**src/rtl/bilinear_pkg.sv**
```systemverilog
// Shared constants and helpers for the bilinear scaler blocks (coordinate generator and interpolator).
package bilinear_pkg;

    localparam int FRAC_W        = 9;
    localparam int COEF_ONE      = 1 << FRAC_W;
    localparam int PIX_W         = 8;
    localparam int DST_W_DEFAULT = 256;
    localparam int DST_H_DEFAULT = 256;
    localparam int SRC_MAX       = 255;

    function automatic int addr_width(input int side);
        return $clog2(side * side);
    endfunction

    localparam int ADDR_W_DEFAULT = addr_width(SRC_MAX);

    // Clamp an integer coordinate (possibly one past the edge) to the last valid source index.
    function automatic logic [PIX_W-1:0] clamp_coord(input logic [10:0] c, input logic [PIX_W-1:0] lim);
        return (c > 11'(lim)) ? lim : c[PIX_W-1:0];
    endfunction

endpackage

```
**src/rtl/bilinear_lerp.sv**
```systemverilog
// One weighted two-tap blend a*ca + b*cb, computed modulo 2^O_W and registered.
module bilinear_lerp #(
    parameter int A_W = 8,
    parameter int C_W = 10,
    parameter int O_W = 18
) (
    input  logic           clk,
    input  logic           rst_n,
    input  logic [A_W-1:0] a,
    input  logic [A_W-1:0] b,
    input  logic [C_W-1:0] ca,
    input  logic [C_W-1:0] cb,
    output logic [O_W-1:0] y
);

    logic [O_W-1:0] sum;

    always_comb begin
        sum = O_W'(a) * O_W'(ca) + O_W'(b) * O_W'(cb);
    end

    always_ff @(posedge clk) begin
        if (!rst_n) begin
            y <= '0;
        end else begin
            y <= sum;
        end
    end

endmodule

```
**src/rtl/bilinear_interp.sv**
```systemverilog
// Bilinear interpolator: 4-tap RAM fetch, horizontal then vertical blend, saturation, destination tagging.
// Define BILINEAR_ROUND_EN for round-half-up on the final shift (truncation otherwise).
module bilinear_interp
    import bilinear_pkg::*;
#(
    parameter int DST_W  = bilinear_pkg::DST_W_DEFAULT,
    parameter int DST_H  = bilinear_pkg::DST_H_DEFAULT,
    parameter int ADDR_W = bilinear_pkg::ADDR_W_DEFAULT,
    parameter int FRAC_W = bilinear_pkg::FRAC_W
) (
    input  logic              clk,
    input  logic              rst_n,
    input  logic              en,
    input  logic [7:0]        src_width,
    input  logic [9:0]        coordinate_x,
    input  logic [9:0]        coordinate_y,
    input  logic [9:0]        coefficient1,
    input  logic [9:0]        coefficient2,
    input  logic [9:0]        coefficient3,
    input  logic [9:0]        coefficient4,
    output logic [ADDR_W-1:0] rd_addr00,
    output logic [ADDR_W-1:0] rd_addr01,
    output logic [ADDR_W-1:0] rd_addr10,
    output logic [ADDR_W-1:0] rd_addr11,
    input  logic [7:0]        rd_data00,
    input  logic [7:0]        rd_data01,
    input  logic [7:0]        rd_data10,
    input  logic [7:0]        rd_data11,
    output logic [7:0]        pix_out,
    output logic              pix_valid,
    output logic [7:0]        pix_x,
    output logic [7:0]        pix_y,
    output logic              frame_done
);

    localparam int COEF_W = FRAC_W + 1;
    localparam int H_W    = PIX_W + COEF_W;
    localparam int S_W    = H_W + COEF_W;
    localparam int SHIFT  = 2 * FRAC_W;
    localparam int R_W    = S_W + 1 - SHIFT;
    localparam logic [7:0] X_LAST = 8'(DST_W - 1);
    localparam logic [7:0] Y_LAST = 8'(DST_H - 1);

    function automatic logic [ADDR_W-1:0] row_major(input logic [7:0] y, input logic [7:0] x,
                                                     input logic [7:0] w);
        logic [16:0] a;
        a = 17'(y) * 17'(w) + 17'(x);
        return ADDR_W'(a);
    endfunction

    logic [7:0] w1, x0, x1, y0, y1;
    logic [COEF_W-1:0] c1_s1, c2_s1, c3_s1, c4_s1, c3_s2, c4_s2;
    logic v1, v2;
    logic [H_W-1:0] h0, h1;
    logic [S_W-1:0] s;
    logic [S_W:0] rsum;
    logic [R_W-1:0] r;
    logic [7:0] nx, ny;

    always_comb begin
        w1 = src_width - 8'd1;
        x0 = clamp_coord({1'b0, coordinate_x}, w1);
        x1 = clamp_coord({1'b0, coordinate_x} + 11'd1, w1);
        y0 = clamp_coord({1'b0, coordinate_y}, w1);
        y1 = clamp_coord({1'b0, coordinate_y} + 11'd1, w1);
    end

    // rd_addr* doubles as the RAM's address register, so rd_data is ready for S2 at the next edge.
    always_ff @(posedge clk) begin
        if (!rst_n) begin
            rd_addr00 <= '0;
            rd_addr01 <= '0;
            rd_addr10 <= '0;
            rd_addr11 <= '0;
            c1_s1     <= '0;
            c2_s1     <= '0;
            c3_s1     <= '0;
            c4_s1     <= '0;
            v1        <= 1'b0;
        end else begin
            v1 <= en;
            if (en) begin
                rd_addr00 <= row_major(y0, x0, src_width);
                rd_addr01 <= row_major(y0, x1, src_width);
                rd_addr10 <= row_major(y1, x0, src_width);
                rd_addr11 <= row_major(y1, x1, src_width);
                c1_s1     <= coefficient1;
                c2_s1     <= coefficient2;
                c3_s1     <= coefficient3;
                c4_s1     <= coefficient4;
            end
        end
    end

    bilinear_lerp #(.A_W(PIX_W), .C_W(COEF_W), .O_W(H_W)) u_lerp_top (
        .clk(clk), .rst_n(rst_n), .a(rd_data00), .b(rd_data01), .ca(c1_s1), .cb(c2_s1), .y(h0)
    );

    bilinear_lerp #(.A_W(PIX_W), .C_W(COEF_W), .O_W(H_W)) u_lerp_bot (
        .clk(clk), .rst_n(rst_n), .a(rd_data10), .b(rd_data11), .ca(c1_s1), .cb(c2_s1), .y(h1)
    );

    always_ff @(posedge clk) begin
        if (!rst_n) begin
            c3_s2 <= '0;
            c4_s2 <= '0;
            v2    <= 1'b0;
        end else begin
            c3_s2 <= c3_s1;
            c4_s2 <= c4_s1;
            v2    <= v1;
        end
    end

    bilinear_lerp #(.A_W(H_W), .C_W(COEF_W), .O_W(S_W)) u_lerp_vert (
        .clk(clk), .rst_n(rst_n), .a(h0), .b(h1), .ca(c3_s2), .cb(c4_s2), .y(s)
    );

    always_comb begin
`ifdef BILINEAR_ROUND_EN
        rsum = {1'b0, s} + (S_W + 1)'(1 << (SHIFT - 1));
`else
        rsum = {1'b0, s};
`endif
        r       = rsum[S_W:SHIFT];
        pix_out = (r > R_W'(255)) ? 8'hFF : r[7:0];
    end

    // nx/ny hold the position the next emitted pixel will carry.
    always_ff @(posedge clk) begin
        if (!rst_n) begin
            pix_valid  <= 1'b0;
            pix_x      <= '0;
            pix_y      <= '0;
            frame_done <= 1'b0;
            nx         <= '0;
            ny         <= '0;
        end else begin
            pix_valid  <= v2;
            frame_done <= 1'b0;
            if (v2) begin
                pix_x      <= nx;
                pix_y      <= ny;
                frame_done <= (nx == X_LAST) && (ny == Y_LAST);
                if (nx == X_LAST) begin
                    nx <= '0;
                    ny <= (ny == Y_LAST) ? 8'd0 : ny + 8'd1;
                end else begin
                    nx <= nx + 8'd1;
                end
            end
        end
    end

endmodule

```
**config.mk**
```make
export PLATFORM = sky130hd
export DESIGN_NAME = bilinear_interp
export DESIGN_NICKNAME = d
export VERILOG_FILES = /design/src/rtl/bilinear_pkg.sv /design/src/rtl/bilinear_lerp.sv /design/src/rtl/bilinear_interp.sv
export SDC_FILE = /design/constraint.sdc
export NUM_CORES = 2
export LEC_CHECK = 0
export ABC_CLOCK_PERIOD_IN_PS = 10700
export CAP_MARGIN = 20
export CORE_ASPECT_RATIO = 0.5
export CORE_MARGIN = 3
export CORE_UTILIZATION = 54
export CTS_CLUSTER_DIAMETER = 40
export DETAILED_ROUTE_END_ITERATION = 7
export PLACE_DENSITY = 0.73
export SLEW_MARGIN = 20
export SYNTH_ARGS = -nofsm -noshare
export SYNTH_HDL_FRONTEND = slang
export SYNTH_SLANG_ARGS = --single-unit
export TNS_END_PERCENT = 100
```
**constraint.sdc**
```tcl
create_clock -name clk -period 10.7 [get_ports clk]
set_clock_uncertainty 0.2 [all_clocks]
set_input_delay 2.14 -clock clk [delete_from_list [all_inputs] [get_ports clk]]
set_output_delay 2.14 -clock clk [all_outputs]
set_load 0.03 [all_outputs]
```
==> impl_metrics.sql <==
INSERT INTO impl_metrics (metric_group, metric, value, unit) VALUES
('worst_setup_path', 'endpoint_kind', 'flip-flop', ''),
('worst_setup_path', 'cp_max_fo', '11', ''),
('final_layout', 'mostFrequentLayoutCells', 'sky130_fd_sc_hd__inv_1, sky130_fd_sc_hd__fa_1, sky130_fd_sc_hd__nand2_1', ''),
('die', 'die_y', '188.1', 'µm'),
('placed_design', 'hpwlAfterDp', '72460', 'µm'),
('detailed_routing', 'wl', '88380', 'µm'),
('clocking', 'clock_tree_buffer_depth', '3', ''),
('timing', 'hold-worst-slack', '233.9', 'ps'),
('timing', 'finalSetupTns', '0', 'ps'),
('timing', 'slew_headroom', '0.3393', ''),
('final_layout', 'layout.cells.most_common', 'sky130_fd_sc_hd__inv_1', ''),
('final_layout', 'drive_gt1_frac', '0.02860', ''),
('synthesis', 'yosys_register_bits', '206', ''),
('worst_setup_path', 'worstPathArrival', '10340', 'ps'),
('clocking', 'cts.htree.levels', '1', ''),
('timing', 'finalCriticalPeriod', '10040', 'ps'),
('timing', 'period_share', '0.9386', ''),
('worst_setup_path', 'r2r_slack', '3480', 'ps'),
('detailed_routing', 'dr.pass1.iters', '5', ''),
('synthesis', 'number_of_flops_mapped_to_enable_cells_by_yosys', '0', ''),
('final_layout', 'num-fill-cells', '5587', ''),
('clocking', 'post_cts.resized_instances', '0', ''),
('worst_setup_path', 'cp-start-kind', 'primary input', ''),
('clocking', 'cts_root_buf', 'sky130_fd_sc_hd__clkbuf_16', ''),
('timing', 'max_freq', '0.09957', 'GHz'),
('global_route', 'grt-ovfl-total', '0', ''),
('detailed_routing', 'routed_vias', '27220', ''),
('final_layout', 'area_growth', '10.16', '%'),
('synthesis', 'yosys_warnings', '0', ''),
('detailed_routing', 'first_iter_violations', '1655', ''),
('clocking', 'post_cts_hold_buffer_count', '0', ''),
('clocking', 'clkSinkCount', '206', ''),
('worst_setup_path', 'critical_path_required', '11000', 'ps'),
('final_layout', 'nNetsFinal', '5194', ''),
('worst_setup_path', 'crit_path_top_delay_cell', 'sky130_fd_sc_hd__clkdlybuf4s50_1', ''),
('synthesis', 'yosys.cell_types.count', '73', ''),
('placed_design', 'portBuffers', '192', ''),
('worst_setup_path', 'cp_slowest_stage_delay', '650', 'ps'),
('synthesis', 'synth_flop_cell', 'sky130_fd_sc_hd__dfxtp_1', ''),
('synthesis', 'synthCells', '4019', ''),
('synthesis', 'mean_instance_size_in_the_synthesized_netlist', '8.915', 'µm²'),
('detailed_routing', 'post_drt_via_cell_ratio', '5.433', ''),
('worst_setup_path', 'crit_buf_inv', '6', ''),
('timing', 'final_hold_vios', '0', ''),
('die', 'initial_utilization', '0.5485', ''),
('die', 'rows', '66', ''),
('synthesis', 'syn-cell-area', '35830', 'µm²'),
('timing', 'setup-violations-final', '0', ''),
('synthesis', 'post_synth_main_area_contributors', 'sky130_fd_sc_hd__fa_1, sky130_fd_sc_hd__ha_1, sky130_fd_sc_hd__dfxtp_1, sky130_fd_sc_hd__and2_1, sky130_fd_sc_hd__inv_1', ''),
('run', 'max_cap_violations', '0', ''),
('status', 'run_status', 'completed', ''),
('global_route', 'groute.usage.overall', '0.2602', ''),
('global_route', 'grt_first_pass_wirelength', '147800', 'µm'),
('power_and_ir_drop', 'p_per_area', '178.8', 'nW/µm²'),
('die', 'chipWidth', '370.3', 'µm'),
('detailed_routing', 'post-route-drc-count', '0', ''),
('global_route', 'grt_pass1_vias', '28590', ''),
('worst_setup_path', 'setup.worst_path.class', 'in -> reg', ''),
('clocking', 'insertion_delay', '590', 'ps'),
('worst_hold_path', 'min_path_type', 'reg -> reg', ''),
('die', 'die_area', '69670', 'µm²'),
('die', 'fp.coreArea', '65320', 'µm²'),
('power_and_ir_drop', 'leakage', '0.01863', 'µW'),
('detailed_routing', 'remaining_number_of_nets_flagged_by_the_antenna_check_after_routing', '0', ''),
('global_route', 'grt_start_max_net_pins', '98', ''),
('final_layout', 'antenna_cells_inserted', '0', ''),
('worst_setup_path', 'critical_path.top_delay_family', 'adder cells', ''),
('final_layout', 'sequential_cell_area', '4124', 'µm²'),
('detailed_routing', 'post_drt_wl_per_cell', '17.64', 'µm'),
('power_and_ir_drop', 'vdd_ir_drop_max', '0.1896', 'mV'),
('synthesis', 'synthesis.nets', '5110', '');
report_power, final:
group | internal (µW) | switching (µW) | total, µW | leakage [µW]
Combinational | 2020 | 2900 | 4910 | 0.0165
Clock | 552 | 429 | 982 | 0.000473
Sequential | 911 | 252 | 1160 | 0.00169
Total | 3480 | 3580 | 7060 | 0.0186
per-stage QoR:
| step | power [µW] | setup WS (ps) | area, µm² | instances | utilization |
|---|---|---|---|---|---|
| detailed placement | 6028 | 129.0 | 38440 | 4955 | 0.5885 |
| global route | 7733 | 18.48 | 39470 | 5010 | 0.6043 |
| floorplan | 4716 | 663.6 | 35830 | 4019 | - |
| global placement | 5891 | 328.1 | 38440 | 4955 | 0.5885 |
| finish | 7058 | 656.5 | 39470 | 5010 | 0.6043 |
| CTS | 7057 | 737.9 | 39440 | 5009 | 0.6038 |
registers in the layout, indices dropped and copies added, names as in the netlist, 8 cells and up:
register       cells
u_lerp_top.y      18
rd_addr11         16
c4_s1             10
ny                 8
c2_s1             10
c3_s2             10
u_lerp_vert.y     10
c1_s1             10
rd_addr01         16
rd_addr00         16
pix_y              8
nx                 8
c3_s1             10
pix_x              8
u_lerp_bot.y      18
rd_addr10         16
c4_s2             10
cells in the mapped netlist, types with 8 or more instances:
cell and instances:
sky130_fd_sc_hd__a31oi_1 12, sky130_fd_sc_hd__ha_1 364, sky130_fd_sc_hd__o21bai_1 16, sky130_fd_sc_hd__nor2b_1 24, sky130_fd_sc_hd__xor2_1 48, sky130_fd_sc_hd__o21a_1 25
sky130_fd_sc_hd__mux2i_1 101, sky130_fd_sc_hd__buf_1 11, sky130_fd_sc_hd__clkbuf_1 156, sky130_fd_sc_hd__nor2_1 221, sky130_fd_sc_hd__a211oi_1 29, sky130_fd_sc_hd__o21ai_0 79
sky130_fd_sc_hd__nand4_1 22, sky130_fd_sc_hd__and3_1 17, sky130_fd_sc_hd__dfxtp_1 206, sky130_fd_sc_hd__nor4_1 17, sky130_fd_sc_hd__nand3_1 37, sky130_fd_sc_hd__fa_1 624
sky130_fd_sc_hd__nand2_1 449, sky130_fd_sc_hd__a21oi_1 89, sky130_fd_sc_hd__xnor2_1 76, sky130_fd_sc_hd__a2111oi_0 8, sky130_fd_sc_hd__nand2b_1 14, sky130_fd_sc_hd__inv_1 703
sky130_fd_sc_hd__nor3_1 59, sky130_fd_sc_hd__a21o_1 28, sky130_fd_sc_hd__and2_1 444, sky130_fd_sc_hd__o22ai_1 8, sky130_fd_sc_hd__or3_1 24
cell families after synthesis:
| kind of cell | count (synthesis) | synth area share |
|---|---|---|
| and+or+nand+nor | 1357 | 0.1885 |
| AOI/OAI and AO/OA | 343 | 0.06205 |
| DFF | 206 | 0.1151 |
| xor gates and xnor gates | 127 | 0.03199 |
| muxes | 114 | 0.03293 |
| buffers and inverters | 880 | 0.09254 |
| adders and majority gates | 992 | 0.4769 |
path summary, 6_finish.rpt:
path,endpoint,depth (start not counted),start
setup / recovery,rd_addr10[14],30,src_width[3]
hold reg to reg,v2,1,v1
hold / removal,v2,1,v1
setup reg to reg,u_lerp_vert.y[22],20,c4_s2[2]
area by class of cell:
| type | count | share of cell area |
|---|---|---|
| Inverter | 708 | 0.06739 |
| Multi-Input combinational cell | 2933 | 0.7193 |
| Tap cell | 884 | 0.02802 |
| Clock buffer | 31 | 0.01883 |
| Timing Repair Buffer | 225 | 0.05538 |
| Sequential cell | 206 | 0.1045 |
| Clock inverter | 23 | 0.006594 |
per-layer routing:
layer	wire, µm	track usage	vias to the layer above
met5	0	0	-
met4	2476	0.06532	0
met3	4890	0.02654	148
met2	42750	0.4390	828
met1	38260	0.3602	13600
li1	-	-	12640
No activity file was read; power rests on OpenSTA's default activity.
